[src/rtl/event_fifo_arbiter.sv]
// event_fifo_arbiter
// Shares a single 64-bit event FIFO write port between N_SRC event_saver
// channels. A round-robin arbiter grants one channel at a time. Each granted
// frame goes out as one header word followed by exactly BURST_LEN data words.
// Sources that stall for TIMEOUT cycles have the rest of their frame filled
// with PAD_WORD. Writes that hit a full FIFO are dropped and flagged in a
// sticky overflow bit.

module event_fifo_arbiter #(
  parameter int          N_SRC     = 4,
  parameter int          BURST_LEN = 16,
  parameter int          TIMEOUT   = 64,
  parameter logic [63:0] PAD_WORD  = 64'hDEAD_DEAD_DEAD_DEAD
) (
  input  logic                   clk,
  input  logic                   aresetn,
  input  logic [N_SRC-1:0]       req_i,
  input  logic [N_SRC-1:0]       wr_en_i,
  input  logic [N_SRC-1:0][63:0] din_i,
  output logic [N_SRC-1:0]       gnt_o,
  input  logic                   fifo_full_i,
  input  logic                   fifo_almost_full_i,
  output logic                   wr_en_o,
  output logic [63:0]            din_o,
  output logic                   busy_o,
  output logic [31:0]            seq_o,
  output logic                   overflow_o,
  output logic [15:0]            timeout_cnt_o
);

  localparam int SRC_W = (N_SRC > 1) ? $clog2(N_SRC) : 1;
  localparam int WC_W  = $clog2(BURST_LEN + 1);
  localparam int IC_W  = $clog2(TIMEOUT + 1);

  typedef enum logic [2:0] {
    S_IDLE   = 3'd0,
    S_HEADER = 3'd1,
    S_STREAM = 3'd2,
    S_PAD    = 3'd3,
    S_GAP    = 3'd4
  } state_t;

  // Round-robin search: first set request at or after ptr, wrapping mod N_SRC.
  // Returns {found, index}.
  function automatic logic [SRC_W:0] rr_pick(input logic [N_SRC-1:0] req,
                                             input logic [SRC_W-1:0] ptr);
    logic             found;
    logic [SRC_W-1:0] idx;
    int               cand;
    found = 1'b0;
    idx   = '0;
    for (int i = 0; i < N_SRC; i++) begin
      cand = (int'(ptr) + i) % N_SRC;
      if (!found && req[cand]) begin
        found = 1'b1;
        idx   = SRC_W'(cand);
      end
    end
    return {found, idx};
  endfunction

  state_t           r_state;
  logic [SRC_W-1:0] r_src;
  logic [SRC_W-1:0] r_rr_ptr;
  logic [N_SRC-1:0] r_gnt;
  logic             r_busy;
  logic [31:0]      r_seq;
  logic [WC_W-1:0]  r_word_cnt;
  logic [IC_W-1:0]  r_idle_cnt;
  logic [15:0]      r_timeout_cnt;
  logic             r_wr_en;
  logic [63:0]      r_din;
  logic             r_overflow;

  logic [SRC_W:0]   w_pick;
  logic             w_win_vld;
  logic [SRC_W-1:0] w_win_idx;
  logic             w_acc;
  logic             w_last_word;
  logic             w_idle_exp;
  logic             w_push;
  logic [63:0]      w_word;

  assign w_pick      = rr_pick(req_i, r_rr_ptr);
  assign w_win_vld   = w_pick[SRC_W];
  assign w_win_idx   = w_pick[SRC_W-1:0];
  assign w_acc       = wr_en_i[r_src];
  assign w_last_word = (r_word_cnt == WC_W'(BURST_LEN - 1));
  assign w_idle_exp  = (r_idle_cnt == IC_W'(TIMEOUT - 1));

  // Select the word to be pushed to the FIFO this cycle, if any.
  always_comb begin
    w_push = 1'b0;
    w_word = r_din;
    case (r_state)
      S_HEADER: begin
        w_push = 1'b1;
        w_word = {8'hA5, 8'(r_src), 16'h0000, r_seq};
      end
      S_STREAM: begin
        if (w_acc) begin
          w_push = 1'b1;
          w_word = din_i[r_src];
        end else begin
          w_push = 1'b0;
          w_word = r_din;
        end
      end
      S_PAD: begin
        w_push = 1'b1;
        w_word = PAD_WORD;
      end
      default: begin
        w_push = 1'b0;
        w_word = r_din;
      end
    endcase
  end

  // FIFO write port: register the pushed word, drop it when the FIFO is full.
  always_ff @(posedge clk or negedge aresetn) begin
    if (!aresetn) begin
      r_wr_en    <= 1'b0;
      r_din      <= 64'h0;
      r_overflow <= 1'b0;
    end else begin
      r_wr_en <= w_push & ~fifo_full_i;
      if (w_push && !fifo_full_i) begin
        r_din <= w_word;
      end
      if (w_push && fifo_full_i) begin
        r_overflow <= 1'b1;
      end
    end
  end

  // Arbitration and framing FSM with registered grant, busy and counters.
  always_ff @(posedge clk or negedge aresetn) begin
    if (!aresetn) begin
      r_state       <= S_IDLE;
      r_src         <= '0;
      r_rr_ptr      <= '0;
      r_gnt         <= '0;
      r_busy        <= 1'b0;
      r_seq         <= 32'h0;
      r_word_cnt    <= '0;
      r_idle_cnt    <= '0;
      r_timeout_cnt <= 16'h0;
    end else begin
      case (r_state)
        S_IDLE: begin
          // Hold off new frames while the FIFO cannot absorb a full one.
          if (w_win_vld && !fifo_almost_full_i) begin
            r_src      <= w_win_idx;
            r_gnt      <= {{(N_SRC-1){1'b0}}, 1'b1} << w_win_idx;
            r_busy     <= 1'b1;
            r_word_cnt <= '0;
            r_idle_cnt <= '0;
            r_state    <= S_HEADER;
          end
        end
        S_HEADER: begin
          r_seq   <= r_seq + 32'd1;
          r_state <= S_STREAM;
        end
        S_STREAM: begin
          if (w_acc) begin
            r_idle_cnt <= '0;
            r_word_cnt <= r_word_cnt + WC_W'(1);
            if (w_last_word) begin
              r_gnt   <= '0;
              r_state <= S_GAP;
            end
          end else if (w_idle_exp) begin
            // Source stalled too long: fill the rest of the frame.
            r_idle_cnt <= '0;
            r_state    <= S_PAD;
            if (r_timeout_cnt != 16'hFFFF) begin
              r_timeout_cnt <= r_timeout_cnt + 16'd1;
            end
          end else begin
            r_idle_cnt <= r_idle_cnt + IC_W'(1);
          end
        end
        S_PAD: begin
          r_word_cnt <= r_word_cnt + WC_W'(1);
          if (w_last_word) begin
            r_gnt   <= '0;
            r_state <= S_GAP;
          end
        end
        S_GAP: begin
          // Channel just served drops to lowest priority.
          r_rr_ptr <= (r_src == SRC_W'(N_SRC - 1)) ? '0 : r_src + SRC_W'(1);
          r_busy   <= 1'b0;
          r_state  <= S_IDLE;
        end
        default: begin
          r_gnt   <= '0;
          r_busy  <= 1'b0;
          r_state <= S_IDLE;
        end
      endcase
    end
  end

  assign gnt_o         = r_gnt;
  assign wr_en_o       = r_wr_en;
  assign din_o         = r_din;
  assign busy_o        = r_busy;
  assign seq_o         = r_seq;
  assign overflow_o    = r_overflow;
  assign timeout_cnt_o = r_timeout_cnt;

endmodule

[config.mk]
export PLATFORM = sky130hd
export DESIGN_NAME = event_fifo_arbiter
export DESIGN_NICKNAME = d
export VERILOG_FILES = /design/src/rtl/event_fifo_arbiter.sv
export SDC_FILE = /design/constraint.sdc
export NUM_CORES = 1
export LEC_CHECK = 0
export BUFFER_PORTS_ARGS = -buffer_cell sky130_fd_sc_hd__buf_2
export CORE_ASPECT_RATIO = 1.4
export CORE_MARGIN = 2
export CORE_UTILIZATION = 30
export CTS_CLUSTER_SIZE = 28
export DETAILED_ROUTE_END_ITERATION = 8
export SLEW_MARGIN = 10
export SYNTH_ARGS = -nofsm -noshare
export SYNTH_HDL_FRONTEND = slang
export SYNTH_SLANG_ARGS = --single-unit
[constraint.sdc]
create_clock -name clk -period 3.7 [get_ports clk]
set_input_delay 0.37 -clock clk [delete_from_list [all_inputs] [get_ports clk]]
set_output_delay 0.37 -clock clk [all_outputs]
set_load 0.005 [all_outputs]
After elaboration in Yosys (flattened, before gate mapping)
Cells that the tools add are included.
{"block": "word_totals", "elab_cells": 120, "register_bits": 138, "inputBits": 268, "output_inout_bits": 119}
{"block": "classes", "n_bitwise": 8, "muxes": 46, "eq_ne": 11, "addsub": 8, "shift": 1, "order_cmp": 5, "n_reduce_logical": 29}
{"op": "64-bit case mux with 3 select lines", "count": 1}
{"op": "64-bit binary-select mux with 2-bit select", "count": 1}
{"op": "64-bit 2-to-1 mux", "count": 2}
{"op": "32-bit by 1-bit adder with 32-bit output (second input constant)", "count": 1}
{"op": "7-bit 2-to-1 mux", "count": 3}
{"op": "16-bit by 1-bit adder with 16-bit output (second input constant)", "count": 1}
{"op": "16-bit inequality test (second input constant)", "count": 1}
{"op": "4-bit case mux with 4 select lines", "count": 1}
{"op": "5-bit case mux with 3 select lines", "count": 1}
{"op": "1-bit 2-to-1 mux", "count": 14}
{"op": "7-bit case mux with 2 select lines", "count": 1}
{"op": "3-bit by 4-bit < comparator with 1-bit output (second input constant)", "count": 3}
{"op": "3-bit 2-to-1 mux", "count": 4}
{"op": "4-bit 2-to-1 mux", "count": 3}
{"op": "3-bit case mux with 4 select lines", "count": 1}
{"op": "1-bit binary-select mux with 2-bit select", "count": 5}
{"op": "2-bit 2-to-1 mux", "count": 5}
{"op": "5-bit 2-to-1 mux", "count": 2}
{"op": "2-bit OR reduction", "count": 5}
{"op": "3-bit AND reduction", "count": 3}
{"op": "2-bit AND reduction", "count": 4}
{"op": "7-bit by 1-bit adder with 7-bit output (second input constant)", "count": 1}
{"op": "7-bit by 6-bit equality test with 1-bit output (second input constant)", "count": 1}
{"op": "3-bit by 2-bit equality test with 1-bit output (second input constant)", "count": 2}
{"op": "22 further kinds", "count": 42}

Depth between registers and ports, before layout
Gate-level depths: netlist of the first run.
{"block": "logic_depth", "ltp_word": 17, "ltp_mapped": 8, "mapped_depth_nobuf": 6}

Worst setup path after synthesis of the first run
No wires, ideal clock.
{"block": "synth_timing", "path_type": "register to register", "from": "reg r_src[0]", "to": "reg r_timeout_cnt[1], in the netlist timeout_cnt_o[1]", "t_arrival_ps": 1960, "stages_incl_launch_ff": 6, "setup_ps": 127, "period_less_slack_ps": 2087, "setup_slack_ps": 1613, "t_required_ps": 3573, "path_buffers": 1, "path_cell_list": "dfrtp_1 clkbuf_1 mux4_2 nor4_4 nand2_1 mux2_1"}
{"block": "synth_via", "elab_chain_cells": 4}
{"item": "from (decl)", "line_no": "63", "rtl": "logic [SRC_W-1:0] r_src;"}
{"item": "from (signal assigned)", "line_no": "154", "rtl": "r_src <= w_win_idx;"}
{"item": "1-bit binary-select mux with 2-bit select", "line_no": "87", "rtl": "assign w_acc = wr_en_i[r_src];"}
{"item": "1-bit 2-to-1 mux (not written as such)", "line_no": "87"}
{"item": "1-bit NOT (no line)"}
{"item": "4-bit AND reduction (no line)"}
{"item": "to (signal assigned)", "line_no": "179", "rtl": "r_timeout_cnt <= r_timeout_cnt + 16'd1;"}
{"item": "to (decl)", "line_no": "70", "rtl": "logic [15:0] r_timeout_cnt;"}
No other way between the ends. The select of a mux whose other input is x is not followed.
A chain may end at the register's enable or synchronous reset.

Worst setup path after layout of the first run
{"block": "layout_timing", "from": "reg r_state[1]", "to": "reg r_timeout_cnt[15], in the netlist timeout_cnt_o[15]"}
{"block": "layout_via", "elab_chain_cells": 2}
{"item": "from (decl)", "line_no": "62", "rtl": "state_t r_state;"}
{"item": "from (signal assigned)", "line_no": "140", "rtl": "r_state <= S_IDLE;"}
{"item": "from (signal assigned)", "line_no": "159", "rtl": "r_state <= S_HEADER;"}
{"item": "from (signal assigned)", "line_no": "164", "rtl": "r_state <= S_STREAM;"}
{"item": "3-bit by 2-bit equality test with 1-bit output", "line_no": "150", "rtl": "case (r_state)"}
{"item": "4-bit AND reduction (no line)"}
No other way between the ends.

==> results.sh, run 1 <==
export IMPL_fmax_mhz=373
export IMPL_synth_area_um2=7750
export IMPL_rr_endpoint="timeout_cnt_o[15]$_DFFE_PN0P_"
export IMPL_root_buffer="clkbuf_16"
export IMPL_track_usage=0.198
export IMPL_synth_cell_types=51
export IMPL_crit_fanout=28
export IMPL_cts_buffers=17
export IMPL_hold_class="in -> async"
export IMPL_path_class="reg -> reg"
export IMPL_cts_max_level=4
export IMPL_cts_tree="yes"
export IMPL_tightestPinTransition_ps=1010
export IMPL_finish_utilization=0.417
export IMPL_drc=0
export IMPL_synth_top_flop_cell="dfrtp_1"
export IMPL_cts_setup_buffers=0
export IMPL_post_cts_resized=0
export IMPL_tns_ps=0
export IMPL_synthTopCellsByArea="dfrtp_1 (45%), mux4_2 (19%), o21ai_0 (5.9%)"
export IMPL_met3_usage=0.0499
export IMPL_layout_nets=1332
export IMPL_synth_seq_area_share=0.446
export IMPL_dieHeight_um=194
export IMPL_final_common_cell="buf_2"
export IMPL_clockBufferDepth=2
export IMPL_grt_use_met2=0.345
export IMPL_areaGrowthSynthToFinish_pct=36.6
export IMPL_insertion_delay_ps=420
export IMPL_worstPathArrival_ps=2980
export IMPL_vias=7163
export IMPL_drtPass1Iterations=5
export IMPL_initialDrtViolationCount=445
export IMPL_grt_pass1_vias=7245
export IMPL_r2r_cells=5
export IMPL_numClockSinks=138
export IMPL_drive_gt1_frac=0.471
export IMPL_setup_viol=0
export IMPL_synth_edff_count=0
export IMPL_crit_required_ps=4000
export IMPL_max_cap_violations=0
export IMPL_reg2reg_from="r_state[1]$_DFFE_PN0P_"
export IMPL_numPortBuffers=386
export IMPL_finalCritPeriodShare=0.724
export IMPL_rows=69
export IMPL_coreArea_um2=25400
export IMPL_grt_overflow_total=0
export IMPL_skew_ps=10.7
export IMPL_drt_total_wl_mm=27.3
export IMPL_dp_hpwl_mm=20.7
export IMPL_p_leak_nw=5.06
export IMPL_clk_pin_slew_worst_paths_ps=60
export IMPL_hold_viol=0
export IMPL_rsz0062_at_grt="false"
export IMPL_gr_usage_met1=0.242
export IMPL_ctsHoldBuffers=0
export IMPL_ys_ff_latch=138
export IMPL_ys_warnings_count=0
export IMPL_num_io_pins=387
export IMPL_finalMaxSlewViolations=0
export IMPL_worst_ir_drop_vdd_v=0.000743
export IMPL_async_reset_ff_frac=1.00
export IMPL_wl_per_cell_um=19.7
export IMPL_syn_area_per_cell_um2=11.2
export IMPL_end_kind="flop"
export IMPL_grt_pass1_wl_mm=41.5
export IMPL_antenna_found_initial=0
export IMPL_status="completed"
export IMPL_timing_slew_headroom=0.323
export IMPL_grt_start_max_net_pins=130
export IMPL_syn_nets=967
export IMPL_initial_core_util=0.305
export IMPL_grt_busiest_layer="met2"
export IMPL_antenna_cells=0
export IMPL_gp_congestion=0.970
export IMPL_start_kind="flop"
export IMPL_vias_per_cell=5.16
export IMPL_synth_top_cell_by_area="dfrtp_1"
export IMPL_synthCells=693
export IMPL_die_x_um=140
export IMPL_regToRegSetupSlack_ps=1020
export IMPL_layout_common_cells="buf_2 (385), dfrtp_1 (136), nand2_1 (93)"
export IMPL_period_minus_slack_ps=2680
export IMPL_antenna_left=0
export IMPL_power_density_nw_per_um2=698
export IMPL_netlist_area_leader_share=0.446
export IMPL_die_area_um2=27200
-- stage by stage --
step                total power, mW  setup WS, ps  hold WS, ps  cell area (um2)  cells
floorplan                      4.49          1610         74.4             7750    693
global placement               5.68          1100          456            10000   1358
detailed placement             5.77          1020          464            10000   1358
CTS                            7.52          1010         89.0            10600   1388
global route                   7.96           861         96.5            10600   1388
finish                         7.39          1020         24.8            10600   1388
-- worst max-delay path, stage by stage, from the launching register on --
cell and delay (ps):
dfrtp_1 660, or3b_2 840, nor4_4 340, buf_4 260
nand4_1 120, mux2_1 320
-- final cells by class --
class / count / area, um2
fill: 2496 / 14800
multi-input combinational: 494 / 4060
sequential: 138 / 3460
timing repair buffer: 396 / 2040
clock buffer: 21 / 460
tap: 319 / 399
clock inverter: 9 / 124
inverter: 11 / 41.3
-- layer usage --
metal / share of wire / routed length (um)
met2: 0.51 / 14000
met3: 0.063 / 1710
met5: 0 / 0
met1: 0.41 / 11100
met4: 0.017 / 471
-- synth_stat cells, types with 5 or more instances --
cell / number
nand2_1: 93
nor3_1: 6
nand3_1: 23
and2_1: 5
mux4_2: 65
a22oi_1: 11
nand4_1: 25
xnor2_1: 42
ha_1: 6
nor2_1: 19
o21ai_0: 91
inv_1: 11
and4_1: 5
clkbuf_1: 29
a21oi_1: 7
buf_2: 15
o22ai_1: 24
and3_1: 10
dfrtp_1: 138
-- sequential cells by signal, indices dropped and copies added, names as in the netlist --
name / count
wr_en_o: 1
busy_o: 1
overflow_o: 1
r_idle_cnt: 7
r_state: 3
din_o: 64
gnt_o: 4
r_rr_ptr: 2
r_word_cnt: 5
seq_o: 32
timeout_cnt_o: 16
r_src: 2
-- worst max path at each step --
stage,from,endpoint,slack [ps]
3_3_place_gp,r_state[1]$_DFFE_PN0P_,timeout_cnt_o[1]$_DFFE_PN0P_,1100
3_5_place_dp,r_state[1]$_DFFE_PN0P_,timeout_cnt_o[1]$_DFFE_PN0P_,1020
6_report,r_state[1]$_DFFE_PN0P_,timeout_cnt_o[15]$_DFFE_PN0P_,1020
2_1_floorplan,r_src[0]$_DFFE_PN0P_,timeout_cnt_o[1]$_DFFE_PN0P_,1610
5_1_grt,r_state[1]$_DFFE_PN0P_,timeout_cnt_o[1]$_DFFE_PN0P_,860
4_1_cts,r_state[1]$_DFFE_PN0P_,timeout_cnt_o[1]$_DFFE_PN0P_,1010
-- power by group --
group	switching, mW	internal (mW)	total, mW
Sequential	0.283	1.98	2.26
Clock	0.636	1.08	1.72
Combinational	1.86	1.55	3.41
Total	2.78	4.61	7.39
-- cells by family (layout without fill, tap and decap cells) --
family                   after synthesis  count (layout)  synth area share
AO/OA/AOI/OAI                        160             160             0.122
XOR/XNOR                              46              46            0.0520
adder cells (fa/ha/maj)                6               6           0.00969
buffers and inverters                 61             437            0.0334
flip-flops                           138             138             0.446
multiplexers                          73              73             0.200
AND/OR/NAND/NOR                      209             209             0.137
Power figures use the tool's default switching activity.
==> run 2, diff against run 1 <==
Clock period 3.7 ns to 2.4 ns, I/O delays scaled along.
==> results.sh, run 2 (synthesis gave the netlist of run 1 again) <==
export IMPL_multiInputGateArea_um2=4060
export IMPL_path_cells="mux4_2 -> nor4_4 -> buf_4 -> nand4_1 -> mux2_1"
export IMPL_drc=0
export IMPL_status="completed"
export IMPL_crit_fanout=16
export IMPL_grt_use_met2=0.335
export IMPL_path_class="reg -> reg"
export IMPL_n_fill_cell=2482
export IMPL_hold_class="in -> reg"
export IMPL_fmax_mhz=457
export IMPL_cts_tree="yes"
export IMPL_pre_cts_ws_ps=218
export IMPL_crit_path_top_delay_cell="mux4_2"
export IMPL_rsz0062_at_grt="false"
export IMPL_whs_ps=106
export IMPL_period_minus_slack_ps=2190
export IMPL_grt_overflow_total=0
export IMPL_met3_usage=0.0524
export IMPL_layout_nets=1343
export IMPL_dieHeight_um=194
export IMPL_areaGrowthSynthToFinish_pct=37.8
export IMPL_final_common_cell="buf_2"
export IMPL_skew_ps=9.52
export IMPL_crit_required_ps=2690
export IMPL_start_kind="flop"
export IMPL_die_x_um=140
export IMPL_num_io_pins=387
export IMPL_setup_slack_ps=213
export IMPL_coreArea_um2=25400
export IMPL_hold_viol=0
export IMPL_switching_share=0.384
export IMPL_grt_pass1_vias=7234
export IMPL_end_kind="flop"
export IMPL_die_area_um2=27200
export IMPL_place_inst=1368
export IMPL_tightestPinTransition_ps=977
export IMPL_drive_gt1_frac=0.477
export IMPL_numPortBuffers=386
export IMPL_drtPass1Iterations=5
export IMPL_p_leak_nw=5.11
export IMPL_antenna_left=0
export IMPL_worst_ir_drop_vdd_v=0.000985
export IMPL_wl_per_cell_um=19.2
export IMPL_finalCritPeriodShare=0.911
export IMPL_fin_cells=1403
export IMPL_initialDrtViolationCount=378
export IMPL_antenna_found_initial=2
export IMPL_grt_start_max_net_pins=130
export IMPL_p_comb_frac=0.468
export IMPL_insertion_delay_ps=420
export IMPL_drt_total_wl_mm=27.0
export IMPL_worstPathArrival_ps=2480
export IMPL_path_delay_family="multiplexers"
export IMPL_tns_ps=0
export IMPL_vias=7248
export IMPL_vias_per_cell=5.17
export IMPL_cts_buffers=17
export IMPL_setup_viol=0
export IMPL_dp_hpwl_mm=20.4
export IMPL_layout_common_cells="buf_2 (385), dfrtp_1 (136), nand2_1 (93)"
export IMPL_clockBufferDepth=2
export IMPL_p_int_mw=7.01
export IMPL_cpPeakStageDelay_ps=630
export IMPL_finalMaxSlewViolations=0
export IMPL_seq_area_um2=3460
export IMPL_grt_pass1_wl_mm=41.3
export IMPL_clkPwrFrac=0.227
export IMPL_cts_max_level=4
export IMPL_power_density_nw_per_um2=1070
export IMPL_post_cts_resized=0
export IMPL_path_buf_inv=1
export IMPL_track_usage=0.196
export IMPL_initial_core_util=0.305
export IMPL_root_buffer="clkbuf_16"
export IMPL_grt_busiest_layer="met2"
export IMPL_p_sw_mw=4.37
export IMPL_largest_reg_flops=64
export IMPL_gp_congestion=0.945
export IMPL_gr_usage_met1=0.241
export IMPL_numClockSinks=138
export IMPL_max_cap_violations=0
export IMPL_clk_pin_slew_worst_paths_ps=60
export IMPL_timing_slew_headroom=0.349
export IMPL_rows=69
export IMPL_p_seq_frac=0.305
==> run 2: cell types whose count changed in the layout (fill, tap and decap cells not counted) <==
cell	change
dlygate4sd3_1	+1
bufinv_16	-1
diode_2	+2
clkinv_2	-1
buf_12	+1
clkbuf_1	-1
buf_4	+9
inv_6	+3
clkinv_4	+2
clkinvlp_4	+2
clkbuf_8	-2
==> run 2: cell type report <==
| class | instances | area share |
|---|---|---|
| multi-input cells | 494 | 0.380 |
| flip-flops and latches | 138 | 0.324 |
| repair buffers | 407 | 0.200 |
| clock buffers | 18 | 0.0402 |
| well taps | 319 | 0.0374 |
| clock inverters | 14 | 0.0138 |
| inverters | 11 | 0.00387 |
| diodes | 2 | 0.000469 |
==> run 2: routing by layer <==
metal / share of wire / wire length [um]
met5: 0 / 0
met4: 0.020 / 541
met3: 0.071 / 1910
met2: 0.51 / 13600
met1: 0.40 / 10900
==> run 2: worst paths after layout <==
path | startpoint | end | slack, ps | depth (start not counted)
setup / recovery | r_src[0]$_DFFE_PN0P_ | timeout_cnt_o[15]$_DFFE_PN0P_ | 210 | 5
hold reg to reg | r_state[2]$_DFFE_PN0P_ | r_state[0]$_DFFE_PN0P_ | 470 | 1
max in group asynchronous | aresetn | r_src[0]$_DFFE_PN0P_ | 1290 | 3
setup reg to reg | r_src[0]$_DFFE_PN0P_ | timeout_cnt_o[15]$_DFFE_PN0P_ | 210 | 5
min in group asynchronous | aresetn | din_o[56]$_DFFE_PN0P_ | 370 | 2
hold / removal | fifo_full_i | overflow_o$_DFFE_PN0P_ | 110 | 3
==> run 2: repair_timing <==
| item | in CTS | in global routing |
|---|---|---|
| hold buffers | 1 | 0 |
| endpoints found under the hold margin | 62 | 0 |
| buffers inserted | 0 | 0 |
==> run 2: power by group through the flow <==
| stage | registers, mW | clock network, mW | logic (mW) |
|---|---|---|---|
| 6_report | 3.47 | 2.59 | 5.33 |
| 5_1_grt | 3.56 | 2.77 | 5.95 |
| 4_1_cts | 3.48 | 2.68 | 5.43 |
| 3_5_place_dp | 3.52 | 0 | 5.42 |
| 3_3_place_gp | 3.48 | 0 | 5.33 |
| 2_1_floorplan | 3.51 | 0 | 3.41 |
==> run 2: per-stage QoR <==
stage               area, um2  total power [mW]  utilization
CTS                     10700              11.6        0.421
detailed placement      10100              8.93        0.397
global placement        10100              8.81        0.397
floorplan                7750              6.92            -
global route            10700              12.3        0.421
finish                  10700              11.4        0.421
==> run 2: worst reg2reg max path, stage by stage, from the launching register on <==
cell and delay [ps]:
dfrtp_4 430, mux4_2 630, nor4_4 300, buf_4 240, nand4_1 120, mux2_1 330
